===== src/rtl/otp_read_sequencer.sv =====
// otp_read_sequencer: drives BL/PL/WL lines to read one column of an A x B OTP array, one row at a time.
// Latency: data_valid rises 4 + A*(SETTLE_CYCLES+3) edges after read_req is accepted
//          (4 + A*(SETTLE_CYCLES+4) with OTP_READ_DOUBLE_SAMPLE_EN).
// Backpressure: none; read_req is sampled only in IDLE and ignored while a read is in flight.
// Ports: clk/reset_n (async active-low); read_req + column start a read; sense_in is the sense-amp bit;
//        PL/BL/WLN/WLP/PRG are array driver codes; data_out/data_valid return the word;
//        read_active marks array activity; read_error flags a rejected column or a sample mismatch.
// Optional macro: OTP_READ_DOUBLE_SAMPLE_EN adds a second sample per row with a mismatch check.
module otp_read_sequencer #(
    parameter int A             = 2,
    parameter int B             = 2,
    parameter int ADDR_WIDTH    = $clog2(B),
    parameter int SETTLE_CYCLES = 2
) (
    input  logic                  clk,
    input  logic                  reset_n,
    input  logic                  read_req,
    input  logic [ADDR_WIDTH-1:0] column,
    input  logic                  sense_in,
    output logic [2*B-1:0]        PL,
    output logic [B-1:0]          BL,
    output logic [A-1:0]          WLN,
    output logic [A-1:0]          WLP,
    output logic                  PRG,
    output logic [A-1:0]          data_out,
    output logic                  data_valid,
    output logic                  read_active,
    output logic                  read_error
);

    if (SETTLE_CYCLES < 1) begin : g_bad_settle
        $error("otp_read_sequencer: SETTLE_CYCLES must be >= 1");
    end
    if (A < 1 || B < 2) begin : g_bad_geom
        $error("otp_read_sequencer: need A >= 1 and B >= 2");
    end

    localparam int ROW_W = (A > 1) ? $clog2(A) : 1;
    localparam int CNT_W = (SETTLE_CYCLES > 1) ? $clog2(SETTLE_CYCLES) : 1;
    localparam logic [ROW_W-1:0]      ROW_LAST    = ROW_W'(A - 1);
    localparam logic [CNT_W-1:0]      SETTLE_LAST = CNT_W'(SETTLE_CYCLES - 1);
    // One extra bit so the range check works even when B is not a power of two.
    localparam logic [ADDR_WIDTH:0]   B_LIM       = (ADDR_WIDTH + 1)'(B);

    typedef enum logic [3:0] {
        S_IDLE, S_PREP_BL, S_PREP_PL, S_SELECT, S_SETTLE, S_SAMPLE,
        S_SAMPLE2, S_DESELECT, S_PD_PL, S_PD_BL, S_DONE
    } state_t;

    state_t                state_q, state_nxt;
    logic [ADDR_WIDTH-1:0] col_q, col_nxt;
    logic [ROW_W-1:0]      row_q, row_nxt;
    logic [CNT_W-1:0]      settle_q, settle_nxt;
    logic [A-1:0]          cap_q, cap_nxt;
    logic [2*B-1:0]        pl_nxt;
    logic [B-1:0]          bl_nxt;
    logic [A-1:0]          wln_nxt;
    logic [A-1:0]          dout_nxt;
    logic                  dv_nxt, act_nxt, err_nxt;

    always_ff @(posedge clk or negedge reset_n) begin
        if (!reset_n) begin
            state_q     <= S_IDLE;
            col_q       <= '0;
            row_q       <= '0;
            settle_q    <= '0;
            cap_q       <= '0;
            PL          <= '0;
            BL          <= '0;
            WLN         <= '1;
            WLP         <= '1;
            PRG         <= 1'b0;
            data_out    <= '0;
            data_valid  <= 1'b0;
            read_active <= 1'b0;
            read_error  <= 1'b0;
        end else begin
            state_q     <= state_nxt;
            col_q       <= col_nxt;
            row_q       <= row_nxt;
            settle_q    <= settle_nxt;
            cap_q       <= cap_nxt;
            PL          <= pl_nxt;
            BL          <= bl_nxt;
            WLN         <= wln_nxt;
            WLP         <= '1;      // read path never drives the HIGH word-line level
            PRG         <= 1'b0;
            data_out    <= dout_nxt;
            data_valid  <= dv_nxt;
            read_active <= act_nxt;
            read_error  <= err_nxt;
        end
    end

    // Every output is registered, so each "entry edge" action is computed here
    // in the state that precedes it.
    always_comb begin
        state_nxt  = state_q;
        col_nxt    = col_q;
        row_nxt    = row_q;
        settle_nxt = settle_q;
        cap_nxt    = cap_q;
        pl_nxt     = PL;
        bl_nxt     = BL;
        wln_nxt    = WLN;
        dout_nxt   = data_out;
        dv_nxt     = 1'b0;
        act_nxt    = read_active;
        err_nxt    = read_error;
        case (state_q)
            S_IDLE: begin
                if (read_req) begin
                    if ({1'b0, column} < B_LIM) begin
                        col_nxt        = column;
                        row_nxt        = '0;
                        err_nxt        = 1'b0;
                        bl_nxt         = '0;
                        bl_nxt[column] = 1'b1;
                        act_nxt        = 1'b1;
                        state_nxt      = S_PREP_BL;
                    end else begin
                        // Out-of-range column: answer immediately with an error, data_out untouched.
                        dv_nxt  = 1'b1;
                        err_nxt = 1'b1;
                    end
                end
            end
            S_PREP_BL: begin
                pl_nxt                 = '0;
                pl_nxt[2*col_q +: 2]   = 2'b10;
                state_nxt              = S_PREP_PL;
            end
            S_PREP_PL: begin
                wln_nxt        = '1;
                wln_nxt[row_q] = 1'b0;
                state_nxt      = S_SELECT;
            end
            S_SELECT: begin
                settle_nxt = '0;
                state_nxt  = S_SETTLE;
            end
            S_SETTLE: begin
                if (settle_q == SETTLE_LAST) begin
                    state_nxt = S_SAMPLE;
                end else begin
                    settle_nxt = settle_q + 1'b1;
                end
            end
            S_SAMPLE: begin
                cap_nxt[row_q] = sense_in;
`ifdef OTP_READ_DOUBLE_SAMPLE_EN
                state_nxt      = S_SAMPLE2;
`else
                wln_nxt[row_q] = 1'b1;
                state_nxt      = S_DESELECT;
`endif
            end
`ifdef OTP_READ_DOUBLE_SAMPLE_EN
            S_SAMPLE2: begin
                // cap_q already holds the first sample; the first sample wins on mismatch.
                if (sense_in != cap_q[row_q]) begin
                    err_nxt = 1'b1;
                end
                wln_nxt[row_q] = 1'b1;
                state_nxt      = S_DESELECT;
            end
`endif
            S_DESELECT: begin
                if (row_q == ROW_LAST) begin
                    pl_nxt    = '0;
                    state_nxt = S_PD_PL;
                end else begin
                    row_nxt          = row_q + 1'b1;
                    wln_nxt          = '1;
                    wln_nxt[row_nxt] = 1'b0;
                    state_nxt        = S_SELECT;
                end
            end
            S_PD_PL: begin
                bl_nxt    = '0;
                state_nxt = S_PD_BL;
            end
            S_PD_BL: begin
                dout_nxt  = cap_q;
                dv_nxt    = 1'b1;
                act_nxt   = 1'b0;
                state_nxt = S_DONE;
            end
            S_DONE: begin
                state_nxt = S_IDLE;
            end
            default: begin
                state_nxt = S_IDLE;
            end
        endcase
    end

endmodule


===== config.mk =====
export PLATFORM = sky130hd
export DESIGN_NAME = otp_read_sequencer
export DESIGN_NICKNAME = d
export VERILOG_FILES = /design/src/rtl/otp_read_sequencer.sv
export SDC_FILE = /design/constraint.sdc
export NUM_CORES = 1
export LEC_CHECK = 0
export CELL_PAD_IN_SITES_DETAIL_PLACEMENT = 2
export CELL_PAD_IN_SITES_GLOBAL_PLACEMENT = 2
export CORE_ASPECT_RATIO = 1.25
export CORE_MARGIN = 5
export CORE_UTILIZATION = 27
export DETAILED_ROUTE_END_ITERATION = 16
export PLACE_DENSITY = 0.85
export SLEW_MARGIN = 20
export SYNTH_ARGS = -nofsm -noshare
export SYNTH_HDL_FRONTEND = slang
export SYNTH_SLANG_ARGS = --single-unit

===== constraint.sdc =====
create_clock -name clk -period 1.28 [get_ports clk]
set_input_delay 0.256 -clock clk [delete_from_list [all_inputs] [get_ports clk]]
set_output_delay 0.256 -clock clk [all_outputs]
set_load 0.02 [all_outputs]

Word level (Yosys, flattened, before mapping)

Cells that the tools add are included.

$add $sub $neg: 3
Magnitude comparators: 6
Eq/ne operators: 12
Shifts and indexed selects: 2
Mux-type cells: 25
Bitwise operators: 4
Reduce and logical (&&, ||, !) cells: 17

Operators with widths:

| operator                                                                    | number |
|---|---|
| 4-bit case mux with 9 select lines                                          | 1 |
| 2-bit negator with 34-bit output                                            | 1 |
| 2-bit by 34-bit variable shift with 4-bit output, first input constant      | 1 |
| 2-bit by 34-bit indexed part select with 4-bit output, first input constant | 1 |
| 4-bit two-way mux                                                           | 4 |
| 2-bit AND reduction                                                         | 7 |
| 4-bit by 3-bit equality test with 1-bit output, second input constant       | 3 |
| 2-bit nonzero test                                                          | 5 |
| 4-bit by 2-bit equality test with 1-bit output, second input constant       | 2 |
| 4-bit equality test, second input constant                                  | 2 |
| 1-bit two-way mux                                                           | 8 |
| 2-bit != test, second input constant                                        | 4 |
| 4-bit case mux with 2 select lines                                          | 1 |
| 1-bit by 2-bit < comparator with 1-bit output, second input constant        | 3 |
| 1-bit case mux with 2 select lines                                          | 3 |
| 2-bit case mux with 3 select lines                                          | 1 |
| 4-bit bitwise AND                                                           | 1 |
| 4-bit by 1-bit equality test with 1-bit output, second input constant       | 1 |
| 4-bit zero test                                                             | 1 |
| 2-bit two-way mux                                                           | 2 |
| 2-bit inverter                                                              | 2 |
| 2-bit case mux with 2 select lines                                          | 1 |
| 1-bit demux with 1-bit select                                               | 3 |
| 1-bit greater-or-equal comparator, second input constant                    | 3 |
| 5 further kinds                                                             | 8 |

Register bits: 21

Depth between registers and ports, before layout

Depth after elaboration: 8
Mapped depth: 5
Depth with buffers taken out: 3

Worst setup path before layout

OpenSTA, ideal clock, no wires.

Path type: reg2reg
Start point: register state_q[1]
End point: register cap_q[0]
Data arrival time: 1.289 ns
Slack: -0.137 ns
Cell stages (with the launch flop): 5
Cell sequence: dfrtp_1 buf_2 or2b_2 nor4_2 mux2_1

Cells in the longest elaborated chain, start to end: 1

RTL lines:

| item                                           | RTL line | RTL |
|---|---|---|
| start: declaration                             | 50       | `state_t state_q, state_nxt;` |
| start signal: assignment                       | 78       | `state_q <= state_nxt;` |
| 4-bit by 3-bit equality test with 1-bit output | 110      | `case (state_q)` |
| end signal: assignment                         | 82       | `cap_q <= cap_nxt;` |
| end: declaration                               | 54       | `logic [A-1:0] cap_q, cap_nxt;` |

Every way passes these cells.
A chain may end at the register's enable or synchronous reset.

Final worst setup path

Same ends and word-level chain as after synthesis.

==> out/results.tsv <==
metric	value	unit
drt_first_pass_iters	4	
path_clk_slew	0.08	ns
cp-start-kind	flip-flop	
routedWlPerCell	18.9	um
start_util	28.1	%
die_area	0.00494	mm2
hold_buffers	0	
max_freq	711	MHz
viasPerCell	5.02	
cts_max_path_buffers	2	
fin_ws	-0.126	ns
maxCapViolations	0	
cp-end-kind	flip-flop	
antenna_found_initial	0	
ys_warn_count	0	
die_x	63.9	um
grt-ovfl-total	0	
pwr-share-seq	31.2	%
synth_cell_types	37	
diodes	0	
grt_pass1_wl	5550	um
yosysSeqAreaShare	48.8	%
finalNetCount	138	
hold_viol	0	
synth_enable_flop_cells	0	
cts_tree	built	
reg2reg_depth	3	
slew_viol_final	0	
path_class	flip-flop to flip-flop	
grt_max_degree	20	
max-vdd-ir-drop	1.09	mV
run_status	finished with violations	
die_height	77.3	um
async_flop_share	100	%
synth-seq-cells	19	
drt-total-wl	3230	um
period_share	110	%
fillers	365	
power_density	2400	mW/mm2
area_delta_synth_final	48.3	%
finalSetupViolations	11	
cts_sinks	19	
tns	-0.725	ns
power.internal	2.05	mW
clk_latency	0.26	ns
arrival	1.55	ns
first_global_vias	1068	
synthesis.area	980	um2
leakagePower	0.635	nW
power_switching	1.43	mW
numCtsBuffers	3	
regToRegSetupSlack	-0.13	ns
grt.total_usage	14.5	%
num_rows	24	
violations	setup timing	
reg2reg_to	cap_q[0]	
p_comb_share	56.3	%
drc	0	
syn-mean-instance-area	9.80	um2
rsz0062_at_grt	yes	
cts-root-buf	clkbuf_8	
r2r_start	state_q[1]	
first_iter_violations	10	
hold_slack	0.333	ns
coreArea	0.00348	mm2
fin_skew	0.00260	ns
io_buffer_count	14	
pin_count	21	
clkPwrFrac	12.5	%
drtAntennaViolNets	0	
required	1.43	ns
place.gp.congestion	0.797	
dp_hpwl	2290	um
switching_share	41.2	%
layout_min_cycle_time	1.41	ns
hp-class	input port to async pin	
htree_num_levels	1	
drive_gt1_share	42.4	%
synth_cells	100	
postLayoutCoreUtil	41.7	%
vias	859	
ys.flop_type	dfrtp_1	
crit_path_max_fanout	7	
## worst max-delay path, cell delays in order, from the launching register on
cell and delay, ns:
dfrtp_2 0.46, or2b_4 0.32, nor4_4 0.19, mux2_4 0.32
## cell usage after synthesis (2+ instances only)
cell / count / area [um2]
dfrtp_1: 17 / 425
nand2_1: 8 / 30.0
nor2_1: 7 / 26.3
buf_4: 6 / 45.0
buf_2: 4 / 20.0
inv_1: 4 / 15.0
o21ai_0: 4 / 20.0
o22ai_1: 4 / 25.0
a21oi_1: 3 / 15.0
mux2_2: 3 / 33.8
nand3_1: 3 / 15.0
nor3_1: 3 / 15.0
o21ai_1: 3 / 15.0
a31o_2: 2 / 17.5
and3_1: 2 / 12.5
conb_1: 2 / 7.51
dfstp_2: 2 / 52.6
mux2_1: 2 / 22.5
nand2b_1: 2 / 12.5
or4b_1: 2 / 20.0
## cell type report
type,instances,area [um2],area share (%)
sequential,19,484,33.3
clock buffer,4,45.0,3.10
tap,39,48.8,3.36
multi-input combinational,69,536,36.9
timing repair buffer,36,324,22.3
inverter,4,15.0,1.03
## layer usage
metal  track usage, %  share of wire (%)  routed length, um
met1             15.8                 39               1270
met2             26.7                 56               1800
met5                0                  0                  0
met4             4.99                1.4                 44
met3             3.47                3.8                122
## repair_timing
action                     4_1_cts  5_1_grt
buffers inserted                 5        0
pin swaps                        6        4
setup endpoints to repair       25       19
gates resized for setup         35       11
## sequential cells by signal, summed over array words and instances, names as in the netlist
register,flops
PL,2
read_active,1
state_q,4
row_q,1
col_q,1
WLN,2
data_out,2
BL,2
settle_q,1
cap_q,2
data_valid,1
## through the flow
stage	worst slack [ns]	total power, mW	cells	area [um2]
floorplan	-0.0608	2.03	104	1030
global placement	-0.152	2.59	162	1260
detailed placement	-0.172	2.73	162	1260
CTS	-0.126	3.39	171	1410
global route	-0.162	3.73	171	1450
finish	-0.126	3.48	171	1450
## cell usage in the layout (no fill, tap or decap), drive strengths merged, types with 2 or more instances in the layout
cell | netlist | layout
or4b | 2 | 2
nand2b | 2 | 2
a21oi | 3 | 3
dfrtp | 17 | 17
dlygate4sd2 | 0 | 5
and3 | 2 | 2
dfstp | 2 | 2
mux2 | 5 | 5
conb | 2 | 6
a31o | 2 | 2
clkdlybuf4s50 | 0 | 4
inv | 4 | 4
clkbuf | 1 | 4
nand2 | 8 | 8
o22ai | 4 | 4
nor2 | 8 | 8
nand3 | 3 | 3
nor3 | 4 | 4
o21ai | 7 | 7
buf | 11 | 24
clkdlybuf4s15 | 0 | 3
nor4 | 2 | 2
## worst max-delay path by stage
| stage | from | to | slack [ns] | cells after the start |
|---|---|---|---|---|
| finish | state_q[1] | cap_q[0] | -0.13 | 3 |
| global route | state_q[1] | cap_q[0] | -0.16 | 3 |
| CTS | state_q[1] | cap_q[0] | -0.13 | 3 |
| detailed placement | read_req | state_q[0] | -0.17 | 4 |
| global placement | read_req | state_q[0] | -0.15 | 4 |
| floorplan | state_q[1] | cap_q[0] | -0.06 | 4 |
## kinds of logic after synthesis
group	count (synthesis)	synth area share, %
AOI/OAI and AO/OA	22	14.3
other	2	0.767
and+or+nand+nor	36	21.5
muxes	5	5.75
DFF	19	48.8
buffers and inverters	16	8.94
## power by group through the flow
stage               combinational, mW  clock, mW  sequential (mW)
CTS                              1.87      0.449             1.08
floorplan                       0.892          0             1.13
detailed placement               1.66          0             1.07
global route                     2.12      0.481             1.13
finish                           1.96      0.434             1.09
global placement                 1.57          0             1.03
Power figures use the tool's default switching activity.
